### src/rtl/uart_pkg.sv
// Shared UART definitions: parity modes, receiver/transmitter state encoding, parity helper.
// Pure declarations; no latency or flow control of its own.
package uart_pkg;

    localparam int PARITY_NONE = 0;
    localparam int PARITY_ODD  = 1;
    localparam int PARITY_EVEN = 2;

    typedef enum logic [2:0] {
        ST_IDLE,
        ST_START,
        ST_DATA,
        ST_PARITY,
        ST_STOP,
        ST_WAIT_HIGH
    } uart_state_t;

    // Parity bit the wire should carry, given the XOR of the data bits.
    function automatic logic expected_parity(input logic data_xor, input int mode);
        return (mode == PARITY_EVEN) ? data_xor : ~data_xor;
    endfunction

endpackage

### src/rtl/uart_rx_param_if.sv
// Receive-side word bus: one-cycle valid carrying data and error flags; 0 cycles latency.
// No backpressure: the slave must take the word on the valid cycle.
interface uart_rx_param_if #(
    parameter int DATA_BITS = 8
);
    logic [DATA_BITS-1:0] data;
    logic                 valid;
    logic                 parity_err;
    logic                 frame_err;
    logic                 busy;

    modport master (output data, valid, parity_err, frame_err, busy);
    modport slave  (input  data, valid, parity_err, frame_err, busy);
endinterface

### src/rtl/uart_sync2.sv
// Two-flop synchroniser for an asynchronous input, reset value selectable.
// Latency 2 clk; no flow control.
module uart_sync2 #(
    parameter logic RST_VAL = 1'b1
) (
    input  logic clk,
    input  logic rst,
    input  logic d,
    output logic q
);
    logic meta;

    always_ff @(posedge clk) begin
        if (rst) begin
            meta <= RST_VAL;
            q    <= RST_VAL;
        end else begin
            meta <= d;
            q    <= meta;
        end
    end
endmodule

### src/rtl/uart_rx_param.sv
// Parametrised UART receiver; valid pulses 1 clk after the final stop-bit mid-sample.
// No backpressure: the consumer must take data on the valid cycle.
module uart_rx_param
    import uart_pkg::*;
#(
    parameter int CLKS_PER_BIT = 278,
    parameter int DATA_BITS    = 8,
    parameter int PARITY       = PARITY_NONE,
    parameter int STOP_BITS    = 1
) (
    input  logic              clk,
    input  logic              rst,
    input  logic              din,
    uart_rx_param_if.master   rx
);
    localparam int CNT_W = $clog2(CLKS_PER_BIT);
    localparam int IDX_W = $clog2(DATA_BITS);
    localparam logic [CNT_W-1:0] HALF     = CNT_W'(CLKS_PER_BIT / 2);
    localparam logic [CNT_W-1:0] LAST     = CNT_W'(CLKS_PER_BIT - 1);
    localparam logic [IDX_W-1:0] LAST_IDX = IDX_W'(DATA_BITS - 1);
    localparam logic             LAST_STOP = 1'(STOP_BITS - 1);

    logic                 din_s;
    uart_state_t          state;
    logic [CNT_W-1:0]     cnt;
    logic [IDX_W-1:0]     idx;
    logic                 stop_idx;
    logic [DATA_BITS-1:0] data_sr;
    logic                 par_bad;
    logic                 frm_bad;
    logic                 cnt_half;
    logic                 cnt_last;

    uart_sync2 #(.RST_VAL(1'b1)) u_sync (
        .clk (clk),
        .rst (rst),
        .d   (din),
        .q   (din_s)
    );

    assign cnt_half = (cnt == HALF);
    assign cnt_last = (cnt == LAST);

    always_ff @(posedge clk) begin
        if (rst) begin
            state         <= ST_IDLE;
            cnt           <= '0;
            idx           <= '0;
            stop_idx      <= 1'b0;
            data_sr       <= '0;
            par_bad       <= 1'b0;
            frm_bad       <= 1'b0;
            rx.data       <= '0;
            rx.valid      <= 1'b0;
            rx.parity_err <= 1'b0;
            rx.frame_err  <= 1'b0;
            rx.busy       <= 1'b0;
        end else begin
            rx.valid <= 1'b0;
            rx.busy  <= (state != ST_IDLE);
            cnt      <= cnt_last ? '0 : cnt + 1'b1;
            case (state)
                ST_IDLE: begin
                    cnt      <= '0;
                    idx      <= '0;
                    stop_idx <= 1'b0;
                    par_bad  <= 1'b0;
                    frm_bad  <= 1'b0;
                    if (!din_s) state <= ST_START;
                end
                ST_START: begin
                    if (cnt_half && din_s) state <= ST_IDLE;
                    else if (cnt_last)     state <= ST_DATA;
                end
                ST_DATA: begin
                    if (cnt_half) data_sr[idx] <= din_s;
                    if (cnt_last) begin
                        if (idx == LAST_IDX) begin
                            idx   <= '0;
                            state <= (PARITY != PARITY_NONE) ? ST_PARITY : ST_STOP;
                        end else begin
                            idx <= idx + 1'b1;
                        end
                    end
                end
                ST_PARITY: begin
                    if (cnt_half) par_bad <= (din_s != expected_parity(^data_sr, PARITY));
                    if (cnt_last) state <= ST_STOP;
                end
                ST_STOP: begin
                    if (cnt_half) begin
                        if (stop_idx == LAST_STOP) begin
                            // Leave half a bit early so the next start edge is never missed.
                            rx.data       <= data_sr;
                            rx.valid      <= 1'b1;
                            rx.parity_err <= par_bad;
                            rx.frame_err  <= frm_bad | ~din_s;
                            state         <= (frm_bad | ~din_s) ? ST_WAIT_HIGH : ST_IDLE;
                        end else begin
                            frm_bad <= frm_bad | ~din_s;
                        end
                    end else if (cnt_last) begin
                        stop_idx <= 1'b1;
                    end
                end
                ST_WAIT_HIGH: begin
                    cnt <= '0;
                    if (din_s) state <= ST_IDLE;
                end
                default: state <= ST_IDLE;
            endcase
        end
    end
endmodule
### src/flat_wrapper.sv
// flat-port wrapper written by rule: the top's interface ports become plain ports
module uart_rx_param_flat import uart_pkg::*;
#(
    parameter int CLKS_PER_BIT = 278,
    parameter int DATA_BITS    = 8,
    parameter int PARITY       = PARITY_NONE,
    parameter int STOP_BITS    = 1
)
  (clk, rst, din, rx_data, rx_valid, rx_parity_err, rx_frame_err, rx_busy);
  uart_rx_param_if #(.DATA_BITS(DATA_BITS)) rx_i ();
  input  logic clk;
  input  logic rst;
  input  logic din;
  output wire logic [$bits(rx_i.data)-1:0] rx_data;
  output wire logic [$bits(rx_i.valid)-1:0] rx_valid;
  output wire logic [$bits(rx_i.parity_err)-1:0] rx_parity_err;
  output wire logic [$bits(rx_i.frame_err)-1:0] rx_frame_err;
  output wire logic [$bits(rx_i.busy)-1:0] rx_busy;
  assign rx_data = rx_i.data;
  assign rx_valid = rx_i.valid;
  assign rx_parity_err = rx_i.parity_err;
  assign rx_frame_err = rx_i.frame_err;
  assign rx_busy = rx_i.busy;
  uart_rx_param #(.CLKS_PER_BIT(CLKS_PER_BIT), .DATA_BITS(DATA_BITS), .PARITY(PARITY), .STOP_BITS(STOP_BITS)) u_core (.clk(clk), .rst(rst), .din(din), .rx(rx_i));
endmodule
### config.mk
export PLATFORM = sky130hd
export DESIGN_NAME = uart_rx_param_flat
export DESIGN_NICKNAME = d
export VERILOG_FILES = /design/src/rtl/uart_pkg.sv /design/src/rtl/uart_rx_param_if.sv /design/src/rtl/uart_sync2.sv /design/src/rtl/uart_rx_param.sv /design/src/flat_wrapper.sv
export SDC_FILE = /design/constraint.sdc
export NUM_CORES = 1
export LEC_CHECK = 0
export BUFFER_PORTS_ARGS = -buffer_cell sky130_fd_sc_hd__buf_4
export CAP_MARGIN = 20
export CORE_UTILIZATION = 50
export CTS_BUF_LIST = sky130_fd_sc_hd__clkbuf_8 sky130_fd_sc_hd__clkbuf_16
export CTS_CLUSTER_SIZE = 12
export DETAILED_ROUTE_END_ITERATION = 16
export PLACE_DENSITY = 0.68
export SYNTH_ARGS = -nofsm -noshare
export SYNTH_HDL_FRONTEND = slang
export SYNTH_SLANG_ARGS = --single-unit
### constraint.sdc
create_clock -name clk -period 2.05 [get_ports clk]
set_input_delay 0.205 -clock clk [delete_from_list [all_inputs] [get_ports clk]]
set_output_delay 0.205 -clock clk [all_outputs]
set_load 0.01 [all_outputs]
==> flow_summary.json <==
{
  "setup_viol": 0,
  "dpl-instance-area_mm2": 0.00206,
  "nFillCells": 350,
  "synth_edf_count": 0,
  "synth_compound_area_frac": 0.0955,
  "viasPerCell": 5.41,
  "finClkSkew_ns": 0.00900,
  "synth-adder-area-share": 0.0260,
  "syn_area_mm2": 0.00193,
  "die_y_um": 64.1,
  "crit_path_end_kind": "flop",
  "crit_type": "reg2reg",
  "rows": 22,
  "cts_max_level": 2,
  "rrSetupSlack_ns": 0.15,
  "critPathLaunch": "u_core.cnt[0]",
  "hold_start": "din",
  "final_nets": 227,
  "place_congestion": 0.786,
  "leakagePower_nw": 0.903,
  "start_util": 0.522,
  "yosys_warnings": 0,
  "timing.rr.start": "u_core.cnt[0]",
  "syn-instance-count": 205,
  "hold_viol": 0,
  "synth-main-ff-cell": "dfxtp_1",
  "avgSynthCellArea_um2": 9.40,
  "multiInputGateArea_mm2": 0.00105,
  "rsz0062_at_grt": "false",
  "finalPower_mw": 1.92,
  "post-route-period-util": 0.927,
  "antenna_cells": 0,
  "grt_use_met3": 0.0589,
  "syn_nets": 212,
  "grt_max_degree": 33,
  "io_pins": 15,
  "clkLatencyLatePin_ns": 0.29,
  "slew_viol_final": 0,
  "antenna_left": 0,
  "cts_tree": "done",
  "drive_gt1_frac": 0.195,
  "synth_mux_area_frac": 0.0909,
  "use_met2": 0.344,
  "io_buffers": 14,
  "ys_async_sr_fraction": 0,
  "synth_top_family_by_area": "simple AND/OR/NAND/NOR gates",
  "drt_iter0_markers": 61,
  "use_met1": 0.256,
  "cts_buffers": 5,
  "synth.distinct_cells": 44,
  "first_global_vias": 1476,
  "root_buffer": "clkbuf_8",
  "coreArea_mm2": 0.00369,
  "final_cell_mix": "nor2_1 (41), dfxtp_1 (40), buf_4 (18)",
  "drcViolationCount": 0,
  "r2r_cells": 6,
  "run_status": "finished, final reports clean",
  "layout_commonest_cell": "nor2_1",
  "synth_seq_area_share": 0.416,
  "stdcell_count": 269,
  "clockBufferDepth": 2,
  "min_path_cells": 2,
  "seqCellArea_um2": 801,
  "max_freq_mhz": 526,
  "grt_overflow": 0,
  "dp_cells": 261,
  "hold_class": "in2reg",
  "wl_per_cell_um": 13.5,
  "whs_endpoint": "u_core.u_sync.meta",
  "first_pass_iters": 4,
  "dp.final_hpwl_um": 2660,
  "tns_ns": 0,
  "dieArea_mm2": 0.00411,
  "die_width_um": 64.1,
  "slew_headroom": 0.674,
  "worst_pin_slew_ns": 0.489,
  "synth_xor_area_frac": 0.0682,
  "powerDensity_mw_per_mm2": 883,
  "ys_ff_latch": 40,
  "cts_resized": 0,
  "r2r-end": "u_core.state[0]",
  "cts_setup_buffers": 0,
  "ir_drop_uv": 489,
  "timing.hold.ws_ns": 0.0965,
  "crit_arrival_ns": 2.09,
  "area_growth_pct": 12.7,
  "final_design_area_no_fill_mm2": 0.00217,
  "gr-usage-all-layers": 0.211,
  "cts_sinks": 40,
  "synthSimpleGateAreaFrac": 0.264,
  "cp_data_required_time_ns": 2.24,
  "vias": 1456,
  "antenna_found_initial": 0,
  "cts_hold_buffers": 0,
  "maxCapViolCount": 0,
  "start_kind": "flop",
  "crit_path_max_fanout": 7,
  "grt_first_pass_wirelength_um": 6550,
  "cts.clk_slew.worst_paths_ns": 0.08,
  "busiest_layer": "met2",
  "wirelength_um": 3620,
  "period_needed_ns": 1.90
}
## power breakdown
part	internal (mW)	switching [mW]	leakage [nW]
Clock	0.356	0.256	0.0593
Sequential	0.816	0.0808	0.323
Combinational	0.193	0.216	0.520
## kinds of logic after synthesis
family          Yosys count
compound gates           24
xor+xnor                 15
fa+ha+maj                 4
buf+inv                  15
flops                    40
mux                      17
simple gates             90
## cell usage after synthesis, drive strengths merged (4+ instances only)
library cell / instances / share of area
buf: 5 / 0.020
a21oi: 7 / 0.018
clkbuf: 5 / 0.0097
xor2: 8 / 0.036
nand2b: 4 / 0.013
nand3: 9 / 0.026
or2: 5 / 0.016
ha: 4 / 0.026
nand2: 4 / 0.013
o21ai: 4 / 0.010
nor4: 4 / 0.013
mux2i: 16 / 0.083
xnor2: 7 / 0.032
inv: 5 / 0.0097
dfxtp: 40 / 0.42
nor2: 41 / 0.080
## through the flow
| stage | setup slack (ns) | utilization |
|---|---|---|
| CTS | 0.149 | 0.589 |
| global placement | 0.240 | 0.560 |
| detailed placement | 0.147 | 0.560 |
| global route | 0.0468 | 0.589 |
| floorplan | 0.211 | - |
| finish | 0.150 | 0.589 |
## registers in the layout, indices dropped and copies added, names as in the netlist
signal                cells
u_core.cnt                9
u_core.data_sr            8
u_core.frm_bad            1
u_core.idx                3
u_core.par_bad            1
u_core.rx.busy            1
u_core.rx.data            8
u_core.rx.frame_err       1
u_core.rx.parity_err      1
u_core.rx.valid           1
u_core.state              3
u_core.stop_idx           1
u_core.u_sync.meta        1
u_core.u_sync.q           1
## worst max path at each step
| stage | to | slack [ns] | depth (start not counted) |
|---|---|---|---|
| 4_1_cts | u_core.state[0] | 0.15 | 6 |
| 2_1_floorplan | u_core.state[0] | 0.21 | 6 |
| 6_report | u_core.state[0] | 0.15 | 6 |
| 3_5_place_dp | u_core.state[0] | 0.15 | 6 |
| 3_3_place_gp | u_core.state[0] | 0.24 | 6 |
| 5_1_grt | u_core.state[0] | 0.05 | 6 |
## cell type report
cell class / instances / area share
clock inverters: 3 / 0.0179
multi-input cells: 150 / 0.483
repair buffers: 18 / 0.0622
flip-flops and latches: 40 / 0.369
well taps: 48 / 0.0276
clock buffers: 5 / 0.0317
inverters: 5 / 0.00864
## worst max-delay path, stage by stage, from the launching register on
cell and delay [ns]:
dfxtp_1 0.43, ha_1 0.20, and4bb_2 0.31, nand2_4 0.10, a311oi_2 0.34, nand2_2 0.12, mux2_4 0.31
## metal layers
layer,share of wire,vias to the layer above
met3,0.029,5
met2,0.48,18
met5,0,-
met4,0.017,0
li1,-,742
met1,0.47,691
Note: power is estimated with default switching activity, not from simulation.
